<file path="config.mk">
export PLATFORM = sky130hd
export DESIGN_NAME = uart_tx_arb
export DESIGN_NICKNAME = d
export VERILOG_FILES = /design/src/rtl/uart_tx_arb.sv
export SDC_FILE = /design/constraint.sdc
export NUM_CORES = 1
export LEC_CHECK = 0
export BUFFER_PORTS_ARGS = -buffer_cell sky130_fd_sc_hd__buf_2
export CORE_AREA = 2 2 76 78
export DETAILED_ROUTE_END_ITERATION = 8
export DIE_AREA = 0 0 78 80
export HOLD_SLACK_MARGIN = 0.1
export RECOVER_POWER = 25
export SYNTH_ARGS = -nofsm -noshare
export SYNTH_HDL_FRONTEND = slang
export SYNTH_SLANG_ARGS = --single-unit
</file>
<file path="constraint.sdc">
create_clock -name clk -period 1.95 [get_ports clk]
set_input_delay 0.195 -clock clk [delete_from_list [all_inputs] [get_ports clk]]
set_output_delay 0.195 -clock clk [all_outputs]
set_load 0.01 [all_outputs]
</file>
<file path="src/rtl/uart_tx_arb.sv">
// uart_tx_arb: round-robin arbiter feeding one byte at a time
// from four requesters into a single UART transmitter.
//
// Ports
//   clk          system clock, rising edge
//   rst          synchronous active-high reset
//   req[3:0]     per-requester send request (level)
//   req_data     requester i byte on [8i+7:8i]
//   grant[3:0]   one-hot pulse: requester byte captured
//   tx_data      byte presented to the transmitter
//   tx_en_sig    one-cycle start pulse to the transmitter
//   tx_done_sig  one-cycle pulse from the transmitter
//   busy         high whenever not idle
//   cur_id       owner of current/last transfer
//   err          one-cycle pulse on transmit timeout
module uart_tx_arb #(
  parameter int GAP_CYC     = 16,
  parameter int TIMEOUT_CYC = 200000
) (
  input  logic        clk,
  input  logic        rst,
  input  logic [3:0]  req,
  input  logic [31:0] req_data,
  output logic [3:0]  grant,
  output logic [7:0]  tx_data,
  output logic        tx_en_sig,
  input  logic        tx_done_sig,
  output logic        busy,
  output logic [1:0]  cur_id,
  output logic        err
);

  localparam int MAXC =
    (GAP_CYC > TIMEOUT_CYC) ? GAP_CYC : TIMEOUT_CYC;
  localparam int CW = $clog2(MAXC + 1);

  localparam logic [CW-1:0] TO_LAST =
    CW'(TIMEOUT_CYC - 1);
  localparam logic [CW-1:0] GAP_LAST =
    (GAP_CYC > 0) ? CW'(GAP_CYC - 1) : '0;

  typedef enum logic [1:0] {
    S_IDLE,
    S_WAIT,
    S_GAP
  } state_t;

  // Where a finished or aborted transfer goes next.
  localparam state_t POST =
    (GAP_CYC == 0) ? S_IDLE : S_GAP;

  state_t        state_q;
  logic [CW-1:0] cnt_q;
  logic [1:0]    last_q;
  logic [3:0]    grant_q;
  logic          tx_en_q;
  logic          err_q;
  logic [7:0]    tx_data_q;
  logic [1:0]    cur_id_q;

  logic [1:0] win;
  logic [1:0] rr_idx;
  logic       hit;

  // Scan starts one past the last winner and wraps.
  always_comb begin
    win    = last_q;
    rr_idx = last_q;
    hit    = 1'b0;
    for (int k = 1; k <= 4; k++) begin
      rr_idx = last_q + 2'(k);
      if (!hit && req[rr_idx]) begin
        hit = 1'b1;
        win = rr_idx;
      end
    end
  end

  always_ff @(posedge clk) begin
    if (rst) begin
      state_q   <= S_IDLE;
      cnt_q     <= '0;
      last_q    <= 2'd3;
      grant_q   <= '0;
      tx_en_q   <= 1'b0;
      err_q     <= 1'b0;
      tx_data_q <= 8'h00;
      cur_id_q  <= 2'd0;
    end else begin
      grant_q <= '0;
      tx_en_q <= 1'b0;
      err_q   <= 1'b0;
      case (state_q)
        S_IDLE: begin
          if (hit) begin
            grant_q   <= 4'b0001 << win;
            tx_en_q   <= 1'b1;
            tx_data_q <= req_data[{win, 3'b000} +: 8];
            cur_id_q  <= win;
            last_q    <= win;
            cnt_q     <= '0;
            state_q   <= S_WAIT;
          end
        end
        S_WAIT: begin
          // done wins over a same-cycle timeout
          if (tx_done_sig) begin
            cnt_q   <= '0;
            state_q <= POST;
          end else if (cnt_q == TO_LAST) begin
            err_q   <= 1'b1;
            cnt_q   <= '0;
            state_q <= POST;
          end else begin
            cnt_q <= cnt_q + CW'(1);
          end
        end
        S_GAP: begin
          if (cnt_q == GAP_LAST) begin
            cnt_q   <= '0;
            state_q <= S_IDLE;
          end else begin
            cnt_q <= cnt_q + CW'(1);
          end
        end
        default: begin
          cnt_q   <= '0;
          state_q <= S_IDLE;
        end
      endcase
    end
  end

  assign grant     = grant_q;
  assign tx_en_sig = tx_en_q;
  assign err       = err_q;
  assign tx_data   = tx_data_q;
  assign cur_id    = cur_id_q;
  assign busy      = (state_q != S_IDLE);

endmodule

</file>
# Word-level counts from Yosys, hierarchy flattened
# Cells that the tools add are included.
dict set report op_classes {
  addsub 4
  order_cmp 4
  n_shift 2
  muxes 28
  n_eq_ne 7
  n_reduce_logical 13
  bitwise 3
}
# operator count
set ops {}
lappend ops {{18-bit 2-to-1 mux} 4}
lappend ops {{18-bit case mux with 3 select lines} 1}
lappend ops {{32-bit by 6-bit indexed part select with 8-bit output} 1}
lappend ops {{18-bit by 1-bit adder with 18-bit output, second input constant} 1}
lappend ops {{18-bit equality test, second input constant} 1}
lappend ops {{18-bit by 4-bit equality test with 1-bit output, second input constant} 1}
lappend ops {{2-bit 2-to-1 mux} 8}
lappend ops {{2-bit by 3-bit less-than comparator with 1-bit output, second input constant} 4}
lappend ops {{1-bit 2-to-1 mux} 10}
lappend ops {{1-bit binary-select mux with 2-bit select} 4}
lappend ops {{2-bit case mux with 3 select lines} 1}
lappend ops {{3-bit OR reduction} 2}
lappend ops {{2-bit adder, second input constant} 2}
lappend ops {{2-bit inequality test, second input constant} 2}
lappend ops {{1-bit by 2-bit left shift with 4-bit output, first input constant} 1}
lappend ops {{1-bit logical AND} 3}
lappend ops {{1-bit zero test} 3}
lappend ops {{3-bit inequality test, second input constant} 1}
lappend ops {{1-bit inverter} 3}
lappend ops {{3-bit AND reduction} 1}
lappend ops {{2-bit by 1-bit adder with 2-bit output, second input constant} 1}
lappend ops {{2-bit by 1-bit equality test with 1-bit output, second input constant} 1}
lappend ops {{2-bit equality test, second input constant} 1}
lappend ops {{2-bit zero test} 1}
lappend ops {{other kinds (3)} 3}
dict set report word_totals {
  elab_cells 69
  register_bits 38
  output_inout_bits 17
}

# Logic depth before layout (Yosys ltp)
# Gate-level depths: netlist of the first run.
dict set report logic_depth {
  word_depth 15
  ltp_mapped 7
  depth_no_buf 7
}

# Least setup slack after synthesis of the first run
# Ideal clock, no wire load.
dict set report synth_timing {
  kind {register to register}
  from {register cnt_q[0]}
  to {register cnt_q[0]}
  setup_time_ps 115
  t_required_ps 1835
  synth_period_minus_slack_ps 1708
  path_stages_with_launch 8
  n_path_buf 1
  arrival_ps 1593
  slack_ps 242
  path_cell_list {dfxtp_1 -> ha_1 -> nand2_1 -> nor2_2 -> a311oi_2 -> o31ai_4 -> buf_6 -> nor2_1}
}
dict set report synth_between {
  elab_chain_len 4
  word_cells_on_any_way 7
  cone_classes {add/sub (1); eq/ne (2); mux (4)}
}
# element line
set synth_rtl {}
lappend synth_rtl {{start: declaration} 53} ;# logic [CW-1:0] cnt_q;
lappend synth_rtl {{start signal: assignment} 115} ;# cnt_q <= cnt_q + CW'(1);
lappend synth_rtl {{start signal: assignment} 123} ;# cnt_q <= cnt_q + CW'(1);
lappend synth_rtl {{18-bit by 1-bit adder with 18-bit output or 18-bit equality test (tied branches)} {115, 123, 110}}
lappend synth_rtl {{18-bit 2-to-1 mux} 110} ;# end else if (cnt_q == TO_LAST) begin
lappend synth_rtl {{18-bit 2-to-1 mux} 107} ;# if (tx_done_sig) begin
lappend synth_rtl {{18-bit case mux with 3 select lines (*)} 93} ;# case (state_q)
# Mark *: on every way between the ends. The rest lies on a longest branch, timed or not.
# A chain may end at the register's enable or synchronous reset.

# Final worst setup path of the first run
dict set report layout_timing {
  from {register state_q[0]}
  to {register cnt_q[15]}
}
dict set report layout_between {
  elab_chain_len 2
  word_cells_on_any_way 5
  cone_classes {eq/ne (3); mux (1); reduce/logical (1)}
}
# element line
set layout_rtl {}
lappend layout_rtl {{start: declaration} 52} ;# state_t state_q;
lappend layout_rtl {{start signal: assignment} 81} ;# state_q <= S_IDLE;
lappend layout_rtl {{start signal: assignment} 102} ;# state_q <= S_WAIT;
lappend layout_rtl {{start signal: assignment} 109} ;# state_q <= POST;
lappend layout_rtl {{2-bit equality test, or another cell as far along} 93}
lappend layout_rtl {{18-bit case mux with 3 select lines or 2-bit inequality test (tied branches)} --}
# Parallel ways exist; a longest one is shown, timed or not.

==> summary.txt, run 1 <==
Status
  • Status: finished, final reports clean

Logic synthesis
  • Number of synthesized flops with an enable pin: 0
  • Post-Synth XOR/XNOR Area: 5.78%
  • Syn avg cell area: 8.80 sq um
  • Post-synth top cells: dfxtp_1, nor2_1, nand2_1, nand3_1
  • Syn Inst Count: roughly 240
  • Async S/R FF share, synth: 0%
  • Adder-cell share of the synthesized area: slightly below 3%
  • Synth Net Count: 285
  • Yosys top cell area share: 35.9%
  • Largest family of logic cells by synthesized area: simple AND/OR/NAND/NOR gates
  • Largest area contributor in the netlist: dfxtp_1
  • Post-synthesis mux area share: 0%
  • Synth unique cells: 50
  • Largest cells by area after synthesis: dfxtp_1, nor4b_1, a211oi_1
  • Compound-cell area share of the yosys netlist: 21.4%
  • Most numerous cell in the Yosys netlist: dfxtp_1
  • Simple-Gate Fraction of Synth Area: 29.5%
  • FF+latch count, synth: 38
  • Synth Warn #: 0
  • Cell area after synthesis: between 2000 and 2500 sq um
  • Dominant synthesized flop cell: dfxtp_1
  • Sequential-to-total area share from yosys stat: 35.9%

Layout
  • Non-Filler Instances: 376
  • Fillers: around 560
  • Fin area: 2610 sq um
  • Core Util, Final: 48.3%
  • N_diodes: 0
  • Share of cells above drive strength 1: 25.7%
  • Total Nets Final: about 350
  • Synth-to-Final Area Change: 23.1%

Clocking
  • H-tree depth: 2
  • CTS Buffer Depth: 2
  • Clk Latency, worst-skew pair: between 200 and 300 ps
  • CTS tree: done
  • CTS root buf: clkbuf_8
  • CTS hold repair buffers: 0
  • Clock sinks: 38
  • TritonCTS Buffers: 5
  • Clock transition at path regs: approximately 70 ps

Detailed routing
  • Via density: 5.35
  • Top sig layer: met4
  • Drt wl/cell: 14.0 microns
  • M1 WL: 2520 microns
  • Initial DRT Pass Iterations: 4
  • DR WL met3: 262 microns
  • Metal2 WL: between 2000 and 2500 microns
  • Drt drc: 0
  • Drt first-iter violations: 87
  • Total wire length: approximately 5300 microns
  • Vias: 2011
  • Routed Antenna Nets: 0

Global route
  • Total global-route track usage: ~17%
  • Largest net degree at the start of global routing: 22
  • Vias in the first global route: 1902
  • Global-route wire length before repair: slightly below 9000 microns
  • Antenna violations before repair: 0
  • GRT overflow: 0

Power and ir drop
  • Lkg Pwr: 0.967 nW
  • Tot Pwr: 2.78 mW
  • Pwr dens: 1060 nW/um^2
  • Maximum vdd drop: 0.516 mV

Timing
  • Setup_tns: 0 ps
  • Slew @ Worst Pin: 506 ps
  • Max Clock Freq: between 500 and 600 MHz
  • RSZ-0062 raised after global routing: false
  • Relative slew margins: 66.3%
  • Final setup skew: 5.40 ps
  • Tmin final: 1800 ps
  • Max Slew Vio Count: 0
  • Final Hold Vio Count: 0
  • Worst setup margin: 148 ps
  • Final setup vio count: 0
  • Worst hold slack: 156 ps
  • Fin crit share: 92.4%

Placed design
  • Area after DPL: 2540 sq um
  • DP HPWL: 3930 microns
  • Final GP Congestion: 0.844
  • # port buffers: between 50 and 60
  • Cells after DPL: 370
  • Pre-CTS WS: between 90 and 100 ps

Worst setup path
  • Arrival time at the worst endpoint: 1990 ps
  • Crit end category: register
  • CP Max Fanout: 7
  • WP data required: 2140 ps
  • Worst path max stage delay: 530 ps
  • Crit path kind: register to register
  • Crit-path cells: inv_1 > ha_1 > a2111oi_4 > a41oi_1 > a311oi_1
  • Critical Path Start Type: register
  • Critical path's slowest cell: a2111oi_4
  • Critical Path Source: state_q[0]$_SDFFE_PP0P_
  • R2R Path Start: state_q[0]$_SDFFE_PP0P_

Worst hold path
  • Worst hold path type: input pin to register
  • HP Start: rst

Floorplanning
  • Core area: 5410 sq um
  • Overall die width: 78 microns
  • Initial Utilization: 39.2%
  • Die Y: 80 microns
  • Rows: 27
  • Die footprint: 6240 sq um
  • IO Pins: 56

Job
  • Max-cap violations: 0
[cells in the final DEF (no fill, tap or decap), types with 7 or more instances in the layout]
cell	n
a21oi_1	7
clkbuf_1	13
inv_1	7
buf_2	42
xor2_1	10
nor4b_1	16
dfxtp_1	38
nor2_1	22
buf_4	14
nand3_1	17
a211oi_1	16
o31ai_1	11
nand2_1	18
[logic make-up after synthesis]
logic type	count (synthesis)
AND/OR/NAND/NOR	107
AO/OA/AOI/OAI	57
flip-flops	38
buffers and inverters	20
XOR/XNOR	14
adder cells (fa/ha/maj)	5
[critical path, delay by kind of cell, from the launching register on]
family / cells / cell delay [ps]
buf+inv: 1 / 90
fa+ha+maj: 1 / 300
compound gates: 3 / 970
flops: 1 / 360
[flip-flops by register name, indices dropped and copies added, names as in the netlist]
name,count
cnt_q,18
cur_id,2
err,1
grant,4
last_q,2
state_q,2
tx_data,8
tx_en_sig,1
[report_power, final]
group / internal [mW] / switching, mW
clock: 0.273 / 0.251
sequential: 0.949 / 0.103
combinational: 0.462 / 0.740
total: 1.68 / 1.09
[routing by layer]
metal,global-route usage [%],vias up
li1,-,1020
met1,22.0,942
met2,29.7,47
met3,4.19,2
met4,4.39,0
met5,0,-
[repair_timing]
item	CTS	global route
endpoints found under the setup margin	0	11
buffers inserted	0	0
resized for setup	0	1
[cell type report]
type | instances | area (sq um) | share of cell area (%)
inverter | 7 | 26.3 | 1.01
timing repair buffer | 70 | 384 | 14.7
sequential | 38 | 761 | 29.1
clock buffer | 6 | 82.6 | 3.16
multi-input combinational | 183 | 1270 | 48.5
tap | 72 | 90.1 | 3.45
[path summary, 6_finish.rpt]
path	slack, ps	endpoint	depth (start not counted)
setup / recovery	150	cnt_q[15]$_SDFFE_PP0P_	5
hold / removal	160	cur_id[1]$_SDFFE_PP0N_	2
setup reg to reg	150	cnt_q[15]$_SDFFE_PP0P_	5
hold reg to reg	460	cur_id[1]$_SDFFE_PP0N_	2
No activity file was read; power rests on OpenSTA's default activity.
==> run 2: changes to the inputs <==
==> constraint.sdc (replaced) <==
create_clock -name clk -period 1.95 [get_ports clk]
set_input_delay 0 -clock clk [delete_from_list [all_inputs] [get_ports clk]]
set_output_delay 0 -clock clk [all_outputs]
set_load 0.01 [all_outputs]
==> run 2 against run 1 <==
Net effect:
- utilization rose by 3.3 points
- fmax decreased by 0.65%
- hold slack worse by 41 ps
- die area did not move
- cell count increased by 4.3%
- highest routed layer unchanged
- register-to-register slack about the same
- clock skew fell by 3.2 ps
- sequential cell count unchanged
- critical path depth unchanged
- routed wire length rose by 3.9%
- setup slack worse by 12 ps
==> summary.txt, run 2 (synthesis results as in run 1) <==
Status
  • Status: finished, final reports clean

Clocking
  • Clock sinks: 38
  • CTS root buf: clkbuf_8
  • TritonCTS Buffers: 5
  • CTS Buffer Depth: 2
  • Clock transition at path regs: around 80 ps
  • Clk Latency, worst-skew pair: 290 ps
  • H-tree depth: 2
  • CTS tree: done

Worst setup path
  • Crit end category: register
  • Critical Path Start Type: register
  • Sum of buffers and inverters on the critical path: 1
  • WP data required: approximately 2200 ps
  • Crit-path cells: inv_1 > ha_1 > a2111oi_4 > a41oi_1 > a311oi_1
  • Slack of the worst reg-to-reg path: between 100 and 150 ps
  • Worst path max stage delay: 510 ps
  • Largest delay share family, worst path: compound AO/OA/AOI/OAI gates
  • Critical path's slowest cell: a2111oi_4
  • Arrival time at the worst endpoint: about 2000 ps
  • CP Max Fanout: 7
  • Crit path kind: register to register

Timing
  • Worst setup margin: 136 ps
  • Tmin final: around 1800 ps
  • Worst hold slack: 115 ps
  • Relative slew margins: 68.1%
  • Final Hold Vio Count: 0
  • Max Clock Freq: 551 MHz
  • RSZ-0062 raised after global routing: false
  • Final setup skew: 2.17 ps
  • Slew @ Worst Pin: between 400 and 500 ps
  • Max Slew Vio Count: 0
  • Final setup vio count: 0
  • Fin crit share: 93.0%
  • Setup_tns: 0 ps

Power and ir drop
  • Pwr dens: ~1100 nW/um^2
  • Lkg Pwr: 1.03 nW
  • Maximum vdd drop: 0.391 mV
  • Tot Pwr: 2.94 mW

Detailed routing
  • Total wire length: 5460 microns
  • Initial DRT Pass Iterations: 4
  • Via density: 5.19
  • Drt wl/cell: 13.9 microns
  • Drt drc: 0
  • Vias: 2034
  • Routed Antenna Nets: 0
  • Drt first-iter violations: 75

Placed design
  • DP HPWL: 3940 microns
  • Cells after DPL: 367
  • Area after DPL: about 2500 sq um
  • Pre-CTS WS: 105 ps
  • Final GP Congestion: 0.745
  • # port buffers: 55

Floorplanning
  • Core area: 5410 sq um
  • Rows: 27
  • Die footprint: ~6200 sq um
  • Initial Utilization: around two fifths
  • IO Pins: 56
  • Overall die width: 78 microns
  • Die Y: 80 microns

Global route
  • Met1 global-route usage: 21.1%
  • Most Crowded Layer GR: met2
  • Vias in the first global route: 1919
  • Global-route wire length before repair: 8720 microns
  • Met3 Usage GRT: 3.28%
  • GRT met2 Usage: 31.5%
  • Total global-route track usage: 17.5%
  • Largest net degree at the start of global routing: 22
  • GRT overflow: 0
  • Antenna violations before repair: 0

Job
  • Max-cap violations: 0

Layout
  • Core Util, Final: 51.6%
  • Share of cells above drive strength 1: 24.1%
  • Most frequent cells in the layout: buf_2, dfxtp_1, nor2_1
  • Commonest non-fill, non-tap cell in the layout: buf_2
  • Largest Register: cnt_q
  • Fin area: ~2800 sq um
  • Max FFs per register: 18
  • Non-Filler Instances: 392
  • N_diodes: 0
  • Synth-to-Final Area Change: 31.5%
  • Total Nets Final: about 360

Worst hold path
  • Worst hold path type: input pin to register
==> run 2: cell count changes in the layout (fill, tap and decap cells not counted) <==
cell | before | now
clkbuf_8 | 6 | 5
dlygate4sd3_1 | 0 | 17
buf_4 | 14 | 11
bufinv_16 | 0 | 1
clkinvlp_4 | 0 | 2
==> run 2: final timing paths <==
kind | startpoint | end | depth (start not counted)
setup / recovery | state_q[0]$_SDFFE_PP0P_ | cnt_q[15]$_SDFFE_PP0P_ | 5
hold / removal | req_data[14] | tx_data[6]$_SDFFE_PP0N_ | 3
setup reg to reg | state_q[0]$_SDFFE_PP0P_ | cnt_q[15]$_SDFFE_PP0P_ | 5
hold reg to reg | cur_id[1]$_SDFFE_PP0N_ | cur_id[1]$_SDFFE_PP0N_ | 2
==> run 2: area by class of cell <==
cell class | instances | area, sq um
tap | 72 | 90.1
multi-input combinational | 183 | 1270
sequential | 38 | 761
inverter | 7 | 26.3
clock buffer | 5 | 68.8
clock inverter | 3 | 45.0
timing repair buffer | 84 | 532
fill | 531 | 2620
==> run 2: repair_timing <==
item	CTS	global route
endpoints found under the setup margin	0	11
resized for setup	0	1
setup buffers	0	0
endpoints found under the hold margin	13	0
hold buffers	17	0
==> run 2: worst min-delay path, cell delays in order <==
cell      delay (ps)
buf_2             80
a211oi_1          60
o31ai_1          230
==> run 2: where the power goes <==
part / leakage [nW] / switching [mW] / internal (mW)
Clock: 0.0504 / 0.292 / 0.380
Combinational: 0.670 / 0.739 / 0.476
Sequential: 0.310 / 0.104 / 0.949
Total: 1.03 / 1.13 / 1.80
==> run 2: metal layers <==
metal	vias to the layer above	share of wire [%]
li1	1049	-
met1	934	47
met2	44	48
met3	7	4.3
met4	0	1.1
met5	-	0
